[src/rtl/uart_pkg.sv]
// Shared types and helpers for the UART receiver: FSM state encoding, data width
// and the baud-timer sizing function.
package uart_pkg;

  typedef enum logic [2:0] {IDLE, START, DATA, PAR, STOP} rx_state_t;

  localparam int DATA_BITS = 8;

  typedef struct packed {
    int width;  // timer counter width
    int tc;     // terminal count, BIT-1
  } bit_cfg_t;

  // Cycles per bit is an integer divide; the timer must hold values up to BIT-1.
  function automatic bit_cfg_t bit_cycles(input int clk_hz, input int baud);
    bit_cfg_t cfg;
    int       bits;
    bits      = clk_hz / baud;
    cfg.tc    = bits - 1;
    cfg.width = (bits > 2) ? $clog2(bits) : 1;
    return cfg;
  endfunction

endpackage

[src/rtl/uart_bit_timer.sv]
// Bit-period timer for the UART receiver: counts 0..BIT-1 and flags the
// half-bit and full-bit terminal counts.
module uart_bit_timer #(
  parameter int BIT = 10,
  parameter int W   = $clog2(BIT)
) (
  input  logic clk,
  input  logic Reset,
  input  logic clr,
  output logic half_tc,
  output logic full_tc
);

  localparam int HALF = BIT / 2;

  logic [W-1:0] count;

  // NOTE: sequential state is assigned with <= so every flop samples pre-edge values.
  always_ff @(posedge clk) begin
    if (Reset || clr || full_tc) count <= '0;
    else                         count <= count + W'(1);
  end

  assign half_tc = (count == W'(HALF - 1));
  assign full_tc = (count == W'(BIT - 1));

endmodule

[src/rtl/uart_rx.sv]
// UART receiver: 8N1 frames sampled at mid-bit, held on Dout until acknowledged.
// Define UART_RX_PARITY_EN to expect an odd-parity bit between data and stop.
module uart_rx
  import uart_pkg::*;
#(
  parameter int CLK_FREQUENCY = 100_000_000,
  parameter int BAUD_RATE     = 19_200,
  parameter int SYNC_STAGES   = 2
) (
  input  logic       clk,
  input  logic       Reset,
  input  logic       Sin,
  input  logic       ReceiveAck,
  output logic [7:0] Dout,
  output logic       Received,
  output logic       parityErr,
  output logic       frameErr,
  output logic       overrun
);

  localparam bit_cfg_t BC  = bit_cycles(CLK_FREQUENCY, BAUD_RATE);
  localparam int       BIT = BC.tc + 1;
  localparam int       TW  = BC.width;

  logic [SYNC_STAGES-1:0] sync_q;
  logic                   ss, ss_d;
  rx_state_t              state, state_nx;
  logic [2:0]             bit_cnt;
  logic [7:0]             shreg;
  logic                   half_tc, full_tc;
  logic                   timer_clr, shift_en, stop_en, commit;

  // Sync flops reset to the idle level so reset release never looks like a start edge.
  always_ff @(posedge clk) begin
    if (Reset) begin
      sync_q <= '1;
      ss_d   <= 1'b1;
    end else begin
      sync_q <= {sync_q[SYNC_STAGES-2:0], Sin};
      ss_d   <= ss;
    end
  end

  assign ss = sync_q[SYNC_STAGES-1];

  uart_bit_timer #(.BIT(BIT), .W(TW)) u_timer (
    .clk     (clk),
    .Reset   (Reset),
    .clr     (timer_clr),
    .half_tc (half_tc),
    .full_tc (full_tc)
  );

  always_ff @(posedge clk) begin
    if (Reset) state <= IDLE;
    else       state <= state_nx;
  end

  // NOTE: every always_comb output gets a default first so no path infers a latch.
  always_comb begin
    state_nx = state;
    case (state)
      IDLE:  if (ss_d && !ss) state_nx = START;
      START: if (half_tc) state_nx = ss ? IDLE : DATA;
      DATA:
        if (full_tc && bit_cnt == 3'(DATA_BITS - 1)) begin
`ifdef UART_RX_PARITY_EN
          state_nx = PAR;
`else
          state_nx = STOP;
`endif
        end
      PAR:     if (full_tc) state_nx = STOP;
      STOP:    if (full_tc) state_nx = IDLE;
      default: state_nx = IDLE;
    endcase
  end

  always_comb begin
    timer_clr = 1'b0;
    shift_en  = 1'b0;
    stop_en   = 1'b0;
    case (state)
      IDLE:    timer_clr = 1'b1;
      START:   timer_clr = half_tc;
      DATA:    shift_en  = full_tc;
      STOP:    stop_en   = full_tc;
      default: timer_clr = (state != PAR);
    endcase
  end

  assign commit = stop_en && ss;

  always_ff @(posedge clk) begin
    if (Reset) begin
      bit_cnt <= '0;
      shreg   <= '0;
    end else begin
      if (timer_clr)     bit_cnt <= '0;
      else if (shift_en) bit_cnt <= bit_cnt + 3'd1;
      if (shift_en) shreg <= {ss, shreg[7:1]};
    end
  end

  // A commit takes priority over a same-cycle ack: the new byte is still pending.
  always_ff @(posedge clk) begin
    if (Reset) begin
      Dout     <= '0;
      Received <= 1'b0;
      frameErr <= 1'b0;
      overrun  <= 1'b0;
    end else if (commit) begin
      Dout     <= shreg;
      Received <= 1'b1;
      frameErr <= 1'b0;
      overrun  <= Received && !ReceiveAck;
    end else begin
      if (stop_en) frameErr <= 1'b1;
      if (ReceiveAck && Received) begin
        Received <= 1'b0;
        overrun  <= 1'b0;
      end
    end
  end

`ifdef UART_RX_PARITY_EN
  logic par_bit;

  always_ff @(posedge clk) begin
    if (Reset) begin
      par_bit   <= 1'b0;
      parityErr <= 1'b0;
    end else begin
      if (state == PAR && full_tc) par_bit <= ss;
      if (commit) parityErr <= ~(^{shreg, par_bit});
    end
  end
`else
  assign parityErr = 1'b0;
`endif

endmodule

[config.mk]
export PLATFORM = sky130hd
export DESIGN_NAME = uart_rx
export DESIGN_NICKNAME = d
export VERILOG_FILES = /design/src/rtl/uart_pkg.sv /design/src/rtl/uart_bit_timer.sv /design/src/rtl/uart_rx.sv
export SDC_FILE = /design/constraint.sdc
export NUM_CORES = 1
export LEC_CHECK = 0
export CAP_MARGIN = 20
export CORE_MARGIN = 2
export CORE_UTILIZATION = 60
export CTS_BUF_LIST = sky130_fd_sc_hd__clkbuf_16
export DETAILED_ROUTE_END_ITERATION = 6
export GPL_TIMING_DRIVEN = 0
export PLACE_DENSITY = 0.8
export SLEW_MARGIN = 20
export SYNTH_ARGS = -nofsm -noshare
export SYNTH_HDL_FRONTEND = slang
export SYNTH_HIERARCHICAL = 1
export SYNTH_SLANG_ARGS = --single-unit
export TNS_END_PERCENT = 50
[constraint.sdc]
create_clock -name clk -period 6 [get_ports clk]
set_clock_uncertainty 0.05 [all_clocks]
set_input_delay 0.6 -clock clk [delete_from_list [all_inputs] [get_ports clk]]
set_output_delay 0.6 -clock clk [all_outputs]
set_load 0.02 [all_outputs]
==> reports/qor.yml, run 1 <==
drt:
  vias: 1514
  wl_per_cell_um: 15.4
  drc: 2
  first_iter_violations: 91
  dr.pass1.iters: 7
  routed_wl_um: 3800
  via_per_inst: 6.13
  ant_nets: 0
logic_synthesis:
  ys_types: 48
  ys_seq_area_share_pct: 45.6
  syn_nets: 202
  synth-edff-count: 0
  synth-seq-cells: 41
  yosys_warnings: 6
  synth_ff_type: "dfxtp_1"
  synth_async_sr_flop_share_pct: 0
  syn_area_mm2: 0.00180
  syn_inst: 195
  syn_avg_cell_area_um2: 9.23
floorplan:
  ioPinCount: 16
  core_area_mm2: 0.00281
  die_x_um: 58.8
  rows: 19
  die_h_um: 58.8
  design.die.area_mm2: 0.00345
  initial_utilization_pct: 64.1
power:
  switchingPower_mw: 0.101
  p_int_mw: 0.427
  p_per_area_mw_per_mm2: 250
  irDropWorstVdd_mv: 0.182
  p_seq_share_pct: 52.1
  clockPowerShare_pct: 45.5
  p_comb_share_pct: 2.4
  p_sw_share_pct: 19.2
  p_leak_nw: 0.678
critical_path:
  crit_arrival_ns: 3.33
  worstPathMaxFanout: 10
  rr_worst_depth: 9
  endpoint_kind: "flop"
  crit-reg2reg-launch: "u_timer/count[0]"
  r2r_slack_ns: 2.76
  r2r_end: "u_timer/count[4]"
  startpoint_type: "flop"
  cp.required_ns: 6.09
  worst-setup-path-type: "flop to flop"
timing:
  period_share_pct: 54.0
  relSlewSlack_pct: 65.7
  setup_viol: 0
  min_period_ns: 3.24
  hold_viol_final: 0
  grt_setup_unrepaired: "no"
  tns_ns: 0
  worst_pin_slew_ns: 0.507
  finalMaxSlewViolations: 0
  holdWs_ns: 0.362
  fmax_ghz: 0.309
  fin_ws_ns: 2.76
final_layout:
  final_cell_mix: "dfxtp_1 (41), nand2_1 (41), a21oi_1 (14), clkdlybuf4s50_1 (14), mux2i_1 (9)"
  areaGrowthSynthToFinish_pct: 17.3
  fin_area_mm2: 0.00211
  drive_above_1_share_pct: 11.6
  antenna_cells: 0
  final_net_count: 223
global_route:
  grt_pass1_wl_um: 6430
  grt_max_degree: 19
  antenna_found_initial: 0
  track_usage_pct: 24.9
  grt_pass1_vias: 1451
  grt_overflow_total: 0
placement:
  gp_congestion: 0.853
  placed_cell_area_mm2: 0.00198
  hpwl_um: 2660
  pre_cts_ws_ns: 2.87
  io_buffers: 14
clocking:
  htree_levels: 2
  cts_sinks: 41
  cts_tree: "yes"
  ctsLongestPathBuffers: 2
  clock_latency_ns: 0.28
  cts_root_buffer: "clkbuf_16"
  ctsHoldBuffers: 0
  numCtsBuffers: 5
  clk_pin_slew_ns: 0.05
  postCtsResizedCells: 0
  cts_setup_buffers: 0
run:
  cap_violations: 0
status:
  status: "finished, violations left"
  violations: "design-rule violations"
hold_path:
  hold_end: "sync_q[1]"
  hp-start: "sync_q[0]"
  hold_path_class: "flop to flop"
  worstHoldPathCells: 1
## cells in the mapped netlist (2+ instances only)
cell      instances  area [um2]
xor2_1            2        17.5
or2_2             3        18.8
buf_6             2        22.5
mux2i_1           9        90.1
o31ai_1           5        37.5
or3_1             3        18.8
nand4_1           7        43.8
nor3_1            6        30.0
dfxtp_1          41         821
buf_2             3        15.0
a211oi_1          8        60.1
a21oi_1          14        70.1
o21ai_0           5        25.0
clkbuf_1          3        11.3
xnor2_1           2        17.5
ha_1              3        37.5
buf_4             2        15.0
nand2_1          41         154
nand3_1           3        15.0
or4_1             5        37.5
## cells by family (layout without fill, tap and decap cells)
kind of cell               after synthesis  in the layout  synth area share (%)
AOI/OAI and AO/OA                       38             38                  13.4
xor gates and xnor gates                 4              4                  1.95
adders and majority gates                3              3                  2.09
buffers and inverters                   14             35                  5.35
DFF                                     41             41                  45.6
muxes                                    9              9                  5.01
other                                    1              1                 0.208
and+or+nand+nor                         85             85                  26.4
## sequential cells by signal, indices dropped and copies added, names as in the netlist
| signal | cells |
|---|---|
| u_timer/count | 13 |
| Dout | 8 |
| shreg | 8 |
| bit_cnt | 3 |
| state | 3 |
| sync_q | 2 |
| Received | 1 |
| frameErr | 1 |
| overrun | 1 |
| ss_d | 1 |
## how the worst max path moves through the flow
stage	cells after the start	from	slack [ns]	to
6_report	9	u_timer/count[0]	2.76	u_timer/count[4]
5_1_grt	9	u_timer/count[0]	2.60	u_timer/count[4]
4_1_cts	9	u_timer/count[0]	2.84	u_timer/count[4]
3_5_place_dp	9	u_timer/count[0]	2.87	u_timer/count[4]
3_3_place_gp	9	u_timer/count[0]	3.00	u_timer/count[2]
2_1_floorplan	9	u_timer/count[0]	3.38	u_timer/count[2]
## layer usage
layer	up-vias	GRT usage, %	part of all wire, %
li1	753	-	-
met1	693	30.4	43
met2	59	41.1	49
met3	9	5.93	6.0
met4	0	11.7	2.1
met5	-	0	0
## through the flow
| step | instances | util, % | total power [mW] |
|---|---|---|---|
| floorplan | 195 | - | 0.289 |
| global placement | 240 | 70.5 | 0.293 |
| detailed placement | 240 | 70.5 | 0.294 |
| CTS | 247 | 75.2 | 0.532 |
| global route | 247 | 75.2 | 0.544 |
| finish | 247 | 75.2 | 0.528 |
## worst max-delay path: stages, from the launching register on
cell,delay (ns)
dfxtp_1,0.36
ha_1,0.27
or3b_2,0.52
or4_1,0.46
nor4_1,0.39
nor2b_1,0.12
o31ai_1,0.22
or2_2,0.21
clkbuf_1,0.38
nor3_1,0.11
## power by group through the flow
stage	clock, mW	combinational [mW]	sequential, mW
after floorplan	0	0.00811	0.281
after global placement	0	0.0119	0.281
after detailed placement	0	0.0126	0.281
after CTS	0.245	0.0127	0.275
after global routing	0.255	0.0139	0.275
final	0.241	0.0126	0.275
## final cells by class
type / count / area [um2]
Multi-Input combinational cell: 140 / 882
Clock inverter: 2 / 7.51
Timing Repair Buffer: 14 / 140
Inverter: 2 / 7.51
Fill cell: 201 / 694
Sequential cell: 41 / 821
Tap cell: 31 / 38.8
Buffer: 12 / 88.8
Clock buffer: 5 / 125
No activity file was read; power rests on OpenSTA's default activity.
==> run 2, diff against run 1 <==
Settings changed: CORE_UTILIZATION 60 to 50, PLACE_DENSITY 0.8 to 0.7.
Clock period 6 ns to 2.8 ns, I/O delays scaled along.
==> run 2 against run 1 <==
  * The flow now finishes without violations
  * First-iteration DRC count grew 37%
  * Clock power grew to 2.6 times the previous value
  * Via count grew 0.53%
  * Sequential power grew 110%
  * Global-route usage shrank 6.0 points
  * Count of clock-buffer cells in the layout is the same
  * Fmax grew 20%
  * Final cell count grew 7.3%
  * Utilization shrank 9.7 points
  * Largest cell class unchanged
==> reports/qor.yml, run 2 (synthesis results as in run 1) <==
global_route:
  grt_max_degree: 19
  grt_pass1_wl_um: 6000
  grt_pass1_vias: 1355
  track_usage_pct: 18.9
  antenna_found_initial: 0
  grt_overflow_total: 0
critical_path:
  worstPathMaxFanout: 10
  cp.required_ns: 2.90
  endpoint_kind: "flop"
  worst-setup-path-type: "flop to flop"
  slowest_delay_ns: 0.49
  crit_arrival_ns: 2.79
  startpoint_type: "flop"
  crit_chain: "ha_4 -> or3b_2 -> or4_4 -> nor4_4 -> nor2b_2 -> o31ai_1 -> or2_4 -> buf_4 -> a211oi_1"
  cp_slowest_cell: "or3b_2"
drt:
  vias: 1522
  first_iter_violations: 125
  top_layer_used: "met4"
  wl_met2_um: 1620
  routed_wl_um: 3580
  via_per_inst: 5.74
  drc: 0
  wl_per_cell_um: 13.5
  dr.pass1.iters: 5
  ant_nets: 0
  met3_length_um: 252
  wl_met1_um: 1640
clocking:
  clock_latency_ns: 0.28
  numCtsBuffers: 5
  ctsHoldBuffers: 0
  cts_tree: "yes"
  cts_sinks: 41
  clk_pin_slew_ns: 0.06
  cts_root_buffer: "clkbuf_16"
  htree_levels: 2
  ctsLongestPathBuffers: 2
timing:
  grt_setup_unrepaired: "no"
  hold_viol_final: 0
  period_share_pct: 96.0
  min_period_ns: 2.69
  fmax_ghz: 0.372
  finalMaxSlewViolations: 0
  setup_viol: 0
final_layout:
  antenna_cells: 0
  largestRegisters: "u_timer/count: 13 flops, Dout: 8 flops, shreg: 8 flops"
  final_cell_mix: "nand2_1 (41), dfxtp_1 (39), a21oi_1 (14), clkdlybuf4s50_1 (14), mux2i_1 (9)"
  drive_above_1_share_pct: 16.4
  areaGrowthSynthToFinish_pct: 23.4
  largest_register_ffs: 13
  final_net_count: 225
  mostFrequentLayoutCell: "nand2_1"
  fillers: 276
  top_register: "u_timer/count"
  final_core_util_pct: 65.5
floorplan:
  initial_utilization_pct: 53.1
  design.die.area_mm2: 0.00409
  die_h_um: 64.0
  rows: 21
  core_area_mm2: 0.00339
  die_x_um: 64.0
  ioPinCount: 16
power:
  irDropWorstVdd_mv: 0.351
  p_seq_share_pct: 47.1
  clockPowerShare_pct: 50.6
  p_per_area_mw_per_mm2: 564
  p_int_mw: 1.02
  p_total_mw: 1.25
  p_comb_share_pct: 2.3
  p_sw_share_pct: 18.9
  switchingPower_mw: 0.237
  p_leak_nw: 0.702
hold_path:
  hold_path_class: "flop to flop"
run:
  cap_violations: 0
placement:
  io_buffers: 14
  hpwl_um: 2470
  gp_congestion: 0.886
status:
  status: "complete, no violations"
run 2: what timing repair did:
item                                    CTS  global route
buffers inserted                          0             2
endpoints found under the setup margin   10            10
gates cloned                              0             0
resized for setup                         3            10
pin swaps                                 0             4
run 2: per-stage QoR:
step	TNS (ns)	worst slack [ns]	area, um2	cells	hold slack [ns]
after floorplan	0	0.182	1800	195	0.334
after global placement	-1.96	-0.205	2000	255	0.348
after detailed placement	-2.64	-0.285	2000	255	0.351
after CTS	0	0.0285	2180	263	0.367
after global routing	0	0.00169	2220	265	0.376
final	0	0.112	2220	265	0.362
run 2: area by class of cell:
type                    instances  area [um2]  share of cell area (%)
inverters                       2        7.51                   0.338
multi-input cells             140         918                    41.4
plain buffers                  12        92.6                    4.17
clock inverters                 3        41.3                    1.86
repair buffers                 16         155                    6.99
well taps                      46        57.6                    2.59
clock buffers                   5         125                    5.63
flip-flops and latches         41         823                    37.1
run 2: final timing paths:
path / start / endpoint / slack, ns / cells after the start
worst max-delay path: u_timer/count[0] / u_timer/count[11] / 0.11 / 9
worst min-delay path: sync_q[0] / sync_q[1] / 0.36 / 1
worst max register to register: u_timer/count[0] / u_timer/count[11] / 0.11 / 9
worst min register to register: sync_q[0] / sync_q[1] / 0.36 / 1
run 2: power by group through the flow:
| stage | sequential [mW] | clock, mW | combinational (mW) |
|---|---|---|---|
| global route | 0.590 | 0.681 | 0.0313 |
| global placement | 0.602 | 0 | 0.0252 |
| finish | 0.590 | 0.634 | 0.0287 |
| floorplan | 0.601 | 0 | 0.0174 |
| CTS | 0.589 | 0.653 | 0.0263 |
| detailed placement | 0.602 | 0 | 0.0260 |
run 2: critical path: cells and delay by family (launching register included):
kind                       cells  cell delay, ns
and+or+nand+nor                5            1.51
DFF                            1            0.35
AOI/OAI and AO/OA              2            0.32
buffers and inverters          1            0.16
adders and majority gates      1            0.15
run 2: routing by layer:
| layer | vias to the layer above | GRT usage, % |
|---|---|---|
| met4 | 0 | 8.15 |
| met3 | 6 | 5.46 |
| li1 | 754 | - |
| met1 | 705 | 24.5 |
| met5 | - | 0 |
| met2 | 57 | 29.2 |
